### src/rtl/clk_meter_pkg.sv
`default_nettype none
// ============================================================================
// Module  : clk_meter_pkg
// Brief   : Shared state encoding and default sizing for clk_period_meter.
// Revision: 1.0 - initial release
// ============================================================================
package clk_meter_pkg;

    localparam int          DEF_CNT_W          = 32;
    localparam int          DEF_SYNC_STAGES    = 2;
    localparam int unsigned DEF_TIMEOUT_CYCLES = 300_000_000;

    typedef logic [1:0] state_t;

    localparam state_t IDLE    = 2'd0;
    localparam state_t MEASURE = 2'd1;
    localparam state_t LOST    = 2'd2;

endpackage
`default_nettype wire

### src/rtl/sync_edge_detect.sv
`default_nettype none
// ============================================================================
// Module  : sync_edge_detect
// Brief   : Multi-flop synchroniser with a registered rising-edge pulse.
// Revision: 1.0 - initial release
// ============================================================================
module sync_edge_detect #(
    parameter int SYNC_STAGES = 2
) (
    input  logic i_clk,
    input  logic i_rstN,
    input  logic i_async,
    output logic o_rise
);

    logic [SYNC_STAGES-1:0] r_sync;
    logic                   r_syncd_q;
    logic                   r_rise;
    logic                   w_syncd;

    assign w_syncd = r_sync[SYNC_STAGES-1];

    // r_sync[0] is the only flop that may go metastable.
    always_ff @(posedge i_clk) begin
        if (!i_rstN) begin
            r_sync    <= '0;
            r_syncd_q <= 1'b0;
            r_rise    <= 1'b0;
        end else begin
            r_sync    <= {r_sync[SYNC_STAGES-2:0], i_async};
            r_syncd_q <= w_syncd;
            r_rise    <= w_syncd & ~r_syncd_q;
        end
    end

    assign o_rise = r_rise;

endmodule
`default_nettype wire

### src/rtl/clk_period_meter.sv
`default_nettype none
// ============================================================================
// Module  : clk_period_meter
// Brief   : Measures the period of a slow asynchronous input in inCLK cycles.
// Revision: 1.0 - initial release
// ============================================================================
module clk_period_meter
    import clk_meter_pkg::*;
#(
    parameter int          CNT_W          = DEF_CNT_W,
    parameter int          SYNC_STAGES    = DEF_SYNC_STAGES,
    parameter int unsigned TIMEOUT_CYCLES = DEF_TIMEOUT_CYCLES
) (
    input  logic             inCLK,
    input  logic             rstN,
    input  logic             slowIn,
    output logic             edgeTick,
    output logic [CNT_W-1:0] period,
    output logic             periodValid,
    output logic             locked,
    output logic             timeout
);

    localparam logic [CNT_W-1:0] c_TMO_LAST = CNT_W'(TIMEOUT_CYCLES - 1);

    logic             w_rise;
    state_t           r_state;
    logic [CNT_W-1:0] r_cnt;
    logic [CNT_W-1:0] r_period;
    logic             r_edgeTick;
    logic             r_periodValid;
    logic             r_locked;
    logic             r_timeout;

    sync_edge_detect #(
        .SYNC_STAGES (SYNC_STAGES)
    ) u_sync (
        .i_clk   (inCLK),
        .i_rstN  (rstN),
        .i_async (slowIn),
        .o_rise  (w_rise)
    );

    always_ff @(posedge inCLK) begin
        if (!rstN) begin
            r_state       <= IDLE;
            r_cnt         <= '0;
            r_period      <= '0;
            r_edgeTick    <= 1'b0;
            r_periodValid <= 1'b0;
            r_locked      <= 1'b0;
            r_timeout     <= 1'b0;
        end else begin
            r_edgeTick    <= w_rise;
            r_periodValid <= 1'b0;
            case (r_state)
                IDLE: begin
                    r_cnt <= '0;
                    if (w_rise) begin
                        r_state <= MEASURE;
                    end
                end
                MEASURE: begin
                    // A rise on the last count wins over the timeout.
                    if (w_rise) begin
                        r_period      <= r_cnt + 1'b1;
                        r_periodValid <= 1'b1;
                        r_locked      <= 1'b1;
                        r_cnt         <= '0;
                    end else if (r_cnt == c_TMO_LAST) begin
                        r_state   <= LOST;
                        r_timeout <= 1'b1;
                        r_locked  <= 1'b0;
                        r_cnt     <= '0;
                    end else begin
                        r_cnt <= r_cnt + 1'b1;
                    end
                end
                LOST: begin
                    r_cnt <= '0;
                    if (w_rise) begin
                        r_state   <= MEASURE;
                        r_timeout <= 1'b0;
                    end
                end
                default: begin
                    r_state <= IDLE;
                    r_cnt   <= '0;
                end
            endcase
        end
    end

    assign edgeTick    = r_edgeTick;
    assign period      = r_period;
    assign periodValid = r_periodValid;
    assign locked      = r_locked;
    assign timeout     = r_timeout;

endmodule
`default_nettype wire

### config.mk
export PLATFORM = sky130hd
export DESIGN_NAME = clk_period_meter
export DESIGN_NICKNAME = d
export VERILOG_FILES = /design/src/rtl/clk_meter_pkg.sv /design/src/rtl/sync_edge_detect.sv /design/src/rtl/clk_period_meter.sv
export SDC_FILE = /design/constraint.sdc
export NUM_CORES = 1
export LEC_CHECK = 0
export CORE_ASPECT_RATIO = 0.9
export CORE_MARGIN = 5
export CORE_UTILIZATION = 54
export CTS_BUF_LIST = sky130_fd_sc_hd__clkbuf_8 sky130_fd_sc_hd__clkbuf_16
export DETAILED_ROUTE_END_ITERATION = 16
export HOLD_SLACK_MARGIN = 0.1
export PLACE_DENSITY = 0.79
export SYNTH_ARGS = -nofsm -noshare
export SYNTH_HDL_FRONTEND = slang
export SYNTH_SLANG_ARGS = --single-unit
### constraint.sdc
create_clock -name inCLK -period 2.3 [get_ports inCLK]
set_input_delay 0.345 -clock inCLK [delete_from_list [all_inputs] [get_ports inCLK]]
set_output_delay 0.345 -clock inCLK [all_outputs]
set_load 0.01 [all_outputs]
======== Yosys cells after proc, flatten, opt, wreduce, memory -nomap -nowiden ========
Cells that the tools add are included.
cells by class
  reductions and logical operators ........ 10
  equal/unequal tests ..................... 7
  add/subtract/negate cells ............... 1
  bitwise gates (word level) .............. 4
  multiplexer cells ....................... 11
operators by type and width
  kind                                                   number
  adder 32 x 1 -> 32 bit, second input constant          1
  equality test 32 x 29 -> 1 bit, second input constant  1
  2-to-1 mux 1 bit                                       6
  2-to-1 mux 2 bit                                       3
  AND reduction 2 bit                                    3
  != test 2 x 1 -> 1 bit, second input constant          2
  != test 2 bit, second input constant                   2
  one-hot mux 2 bit (2 select lines)                     1
  AND reduction 4 bit                                    1
  nonzero test 2 bit                                     2
  OR reduction 4 bit                                     1
  NOT 1 bit                                              3
  AND reduction 3 bit                                    1
  equality test 2 x 1 -> 1 bit, second input constant    1
  equality test 2 bit, second input constant             1
  zero test 2 bit                                        1
  one-hot mux 1 bit (2 select lines)                     1
  OR reduction 2 bit                                     1
  AND 1 bit                                              1
word-level totals
  register bits ........................... 74
  bits of input ports ..................... 3
  logic and storage cells ................. 43
  output and inout bits ................... 36

======== Logic depth before layout (Yosys ltp) ========
  depth after elaboration ................. 4
  gate-level depth with buffers ........... 8
  depth with buffers taken out ............ 6

======== Modules after synthesis ========
From an unflattened synthesis, not the netlist that was laid out.
unflattened totals
  cells, all modules ...................... 331
  area total of the unflattened synthesis .. 3002.9 µm²
modules (own cells, without submodules)
  module            seq. area each (µm²)  cells an instance  instances  area an instance (µm²)
  clk_period_meter  1401.3                323                1          2891.5
  sync_edge_detect  80.1                  8                  1          111.4

======== Least setup slack after synthesis ========
No wires, ideal clock.
  kind .................................... reg-to-reg
  start ................................... register r_cnt[0]
  end ..................................... register r_cnt[17]
  path slack .............................. 0.269 ns
  data required time ...................... 2.181 ns
  clock period less this slack ............ 2.031 ns
  path buffers ............................ 2
  data arrival time ....................... 1.912 ns
  cell stages (with the launch flop) ...... 9
  setup time .............................. 0.119 ns
  cell sequence ........................... dfxtp_1 > ha_1 > and4_4 > nand4_4 > or4_4 > nand2b_4 > buf_12 > buf_12 > nor2_2
between the ends
  word-level cells in the longest chain between the ends .. 2
  elaborated cells on any way between the ends .. 3
  those cells by class .................... add/sub (1); eq/ne (1); reduce/logical (1)
ends and longest elaborated chain
  what                                                                            line                    source
  start: declaration                                                              clk_period_meter.sv:28  logic [CNT_W-1:0] r_cnt;
  start signal: assignment                                                        clk_period_meter.sv:76  r_cnt <= r_cnt + 1'b1;
  parallel branches: the longest is 2 deep, another holds adder 32 x 1 -> 32 bit  -
Several ways; the timed one is not identified.
A chain may end at the register's enable or synchronous reset.

======== Worst setup path after layout ========
  start ................................... register r_cnt[0]
  end ..................................... register r_state[1]
between the ends
  word-level cells in the longest chain between the ends .. 3
ends and longest elaborated chain
  what                            line                    source
  equality test 32 x 29 -> 1 bit  clk_period_meter.sv:70  end else if (r_cnt == c_TMO_LAST) begin
  != test 2 bit (no line)         -
  AND reduction 3 bit (no line)   -
  end signal: assignment          clk_period_meter.sv:71  r_state <= LOST;
  end signal: assignment          clk_period_meter.sv:82  r_state <= MEASURE;
  end signal: assignment          clk_period_meter.sv:87  r_state <= IDLE;
  end: declaration                clk_period_meter.sv:27  state_t r_state;
Every way passes these cells.

==> results.cfg <==
[run_status]
status = finished clean

[clock_tree]
clk_path_buf_depth = 2
root_buffer = clkbuf_8
clk_latency_ns = 0.35
cts_tree = built
htree_levels = 3
hold_buffers = 0
post_cts_buffers = 0
clkSinkCount = 74
cts_buffers = 9
clk_pin_slew_ns = 0.07
cts_resized = 0

[grt]
antenna_found_initial = 0
grt_max_degree = 33
grt_pass1_vias = 2073
grt_pass1_wl_um = 9820
grt_usage_pct = 18.2
grt.overflow.total = 0

[placed_design]
dp.cells = 404
place_hpwl_um = 3930
place_area_um2 = 3290
gp_congestion = 0.857
portBuffers = 38

[pwr]
seqPwrFrac_pct = 55.1
p_int_mw = 1.86
switching_power_mw = 0.484
p_leak_nw = 1.19
p_per_area_nw_per_um2 = 667
ir_worst_vdd_v = 0.000492
power.total_mw = 2.34
comb_power_share_pct = 1.7
clkPwrFrac_pct = 43.2
p_sw_share_pct = 20.7

[cells_and_area]
syn2layout_area_growth_pct = 22.2
antenna_cells = 0
drive_gt1_share_pct = 11.3
utilization_pct = 67.2
nets = 353
postLayoutCellArea_um2 = 3510
stdcell_count = 420

[synthesis]
ys_seq_area_share_pct = 51.5
netlist_area_um2 = 2870
synth_fp_nets = 314
netlist_instances = 310
ys_ff_latch = 74
synth_cell_types = 33
syn_area_per_cell_um2 = 9.27
synth_warnings = 0

[timing]
setup_violations = 0
fin_tns_setup_ns = 0
maxSlewHeadroom_pct = 61.2
hold_viol = 0
clock_skew_ns = 0.00757
fmax_mhz = 461
maxSlewViolCount = 0
min_period_ns = 2.17
rsz0062_at_grt = no
worst-slew-pin-transition_ns = 0.580
min_period_over_period_pct = 94.4

[setup_path]
arrival_ns = 2.46
r2r.worst_path.cells = 6
worstPathMaxFanout = 6
path_class = flip-flop to flip-flop
r2r_start = r_cnt[0]$_SDFF_PP0_
crit_end = r_state[1]$_SDFFE_PN0P_
worstPathRequired_ns = 2.59
r2r_end = r_state[1]$_SDFFE_PN0P_
worst_setup_path_end_kind = flip-flop
cp-startpoint = r_cnt[0]$_SDFF_PP0_
r2r_slack_ns = 0.13
critPathLaunchType = flip-flop

[route]
antenna_left = 0
route.met3.wl_um = 267
dr.pass1.iters = 5
wl_met2_um = 2750
highest_layer = met4
wl_met1_um = 2840
vias = 2311
totalWireLength_um = 5940
wl_per_cell_um = 14.2
viasPerCell = 5.50
drt_iter0_markers = 92
drcViolationCount = 0

[flow_run]
maxCapViolCount = 0

[floorplan]
start_util_pct = 55.0
pin_count = 39
core-area_um2 = 5220
die_w_um = 86.9
dieArea_um2 = 6880
die_h_um = 79.2
num_rows = 25

[min_path]
hold_path_class = flip-flop to flip-flop
hold_path_startpoint = u_sync.r_syncd_q$_SDFF_PN0_
[kinds of logic after synthesis]
group	count (synthesis)	share of synthesized area [%]
DFF	74	51.5
and+or+nand+nor	122	22.9
xor gates and xnor gates	30	9.14
muxes	1	0.348
adders and majority gates	1	0.435
AOI/OAI and AO/OA	61	11.6
buffers and inverters	21	4.09
[placed cells by master, fill, tap and decap left out, drive strengths merged, types with 2 or more instances in the layout]
cell            n
and2            4
nor2b           2
nand2b          5
a211oi          9
a21oi          25
xnor2           6
nand2          12
nor4            5
clkbuf         11
dfxtp          74
xor2           24
inv             3
nand3          11
and3            4
o211ai          2
or3             2
nand4          20
clkdlybuf4s50  38
o21ai          25
nor3            6
nor2           48
clkinv          2
buf             7
[power by group through the flow]
stage / Clock [mW] / Combinational (mW) / Sequential (mW)
after global routing: 1.08 / 0.0440 / 1.29
final: 1.01 / 0.0402 / 1.29
after global placement: 0 / 0.0382 / 1.32
after CTS: 1.04 / 0.0394 / 1.29
after floorplan: 0 / 0.0234 / 1.32
after detailed placement: 0 / 0.0388 / 1.32
[stage by stage]
step | setup slack (ns) | hold WS (ns)
2_1_floorplan | 0.269 | 0.367
3_3_place_gp | 0.166 | 0.373
3_5_place_dp | 0.0813 | 0.377
4_1_cts | 0.0732 | 0.392
5_1_grt | 0.0201 | 0.399
6_report | 0.129 | 0.390
[state kept, by name (all words and copies together) (netlist names)]
signal,cells
u_sync.r_syncd_q,1
periodValid,1
locked,1
r_cnt,32
edgeTick,1
u_sync.r_sync,2
u_sync.o_rise,1
period,32
timeout,1
r_state,2
[critical path, stage by stage (launching register included)]
cell and delay [ns]:
dfxtp_1 0.40, ha_2 0.24, and4_4 0.26, nand4_4 0.13, or4_4 0.64, o21ai_0 0.24
and3_1 0.19
[how the worst min path moves through the flow]
stage	end	slack, ns	cells after the start
detailed placement	u_sync.o_rise$_SDFF_PN0_	0.38	1
finish	u_sync.o_rise$_SDFF_PN0_	0.39	1
global route	u_sync.o_rise$_SDFF_PN0_	0.40	1
global placement	u_sync.o_rise$_SDFF_PN0_	0.37	1
floorplan	u_sync.o_rise$_SDFF_PN0_	0.37	1
CTS	u_sync.o_rise$_SDFF_PN0_	0.39	1
[metal layers]
| metal | GRT usage [%] | vias to the layer above |
|---|---|---|
| li1 | - | 1170 |
| met1 | 23.1 | 1074 |
| met2 | 28.3 | 57 |
| met3 | 5.71 | 10 |
| met4 | 7.63 | 0 |
| met5 | 0 | - |
[cells in the mapped netlist (all sizes together)]
master	number	share of area, %
dfxtp	74	52
nor2	48	7.1
a21oi	25	4.4
o21ai	25	4.4
xor2	24	7.3
nand4	20	4.9
clkbuf	13	1.7
nand2	12	1.6
nand3	11	1.9
a211oi	9	2.4
nor3	6	1.2
xnor2	6	1.8
buf	5	2.0
nor4	5	1.1
and2	4	0.87
and3	4	0.87
nand2b	4	1.1
inv	3	0.39
nor2b	2	0.44
o211ai	2	0.52
or3	2	0.44
and4	1	0.39
ha	1	0.44
mux2i	1	0.35
nor4b	1	0.30
or2	1	0.22
or4	1	0.39
[cell type report]
type	count	area, µm²
clock inverters	4	51.3
repair buffers	45	433
clock buffers	11	151
well taps	67	83.8
fillers	416	1710
inverters	3	11.3
multi-input cells	216	1300
flip-flops and latches	74	1480
(Power assumes the default switching activity.)
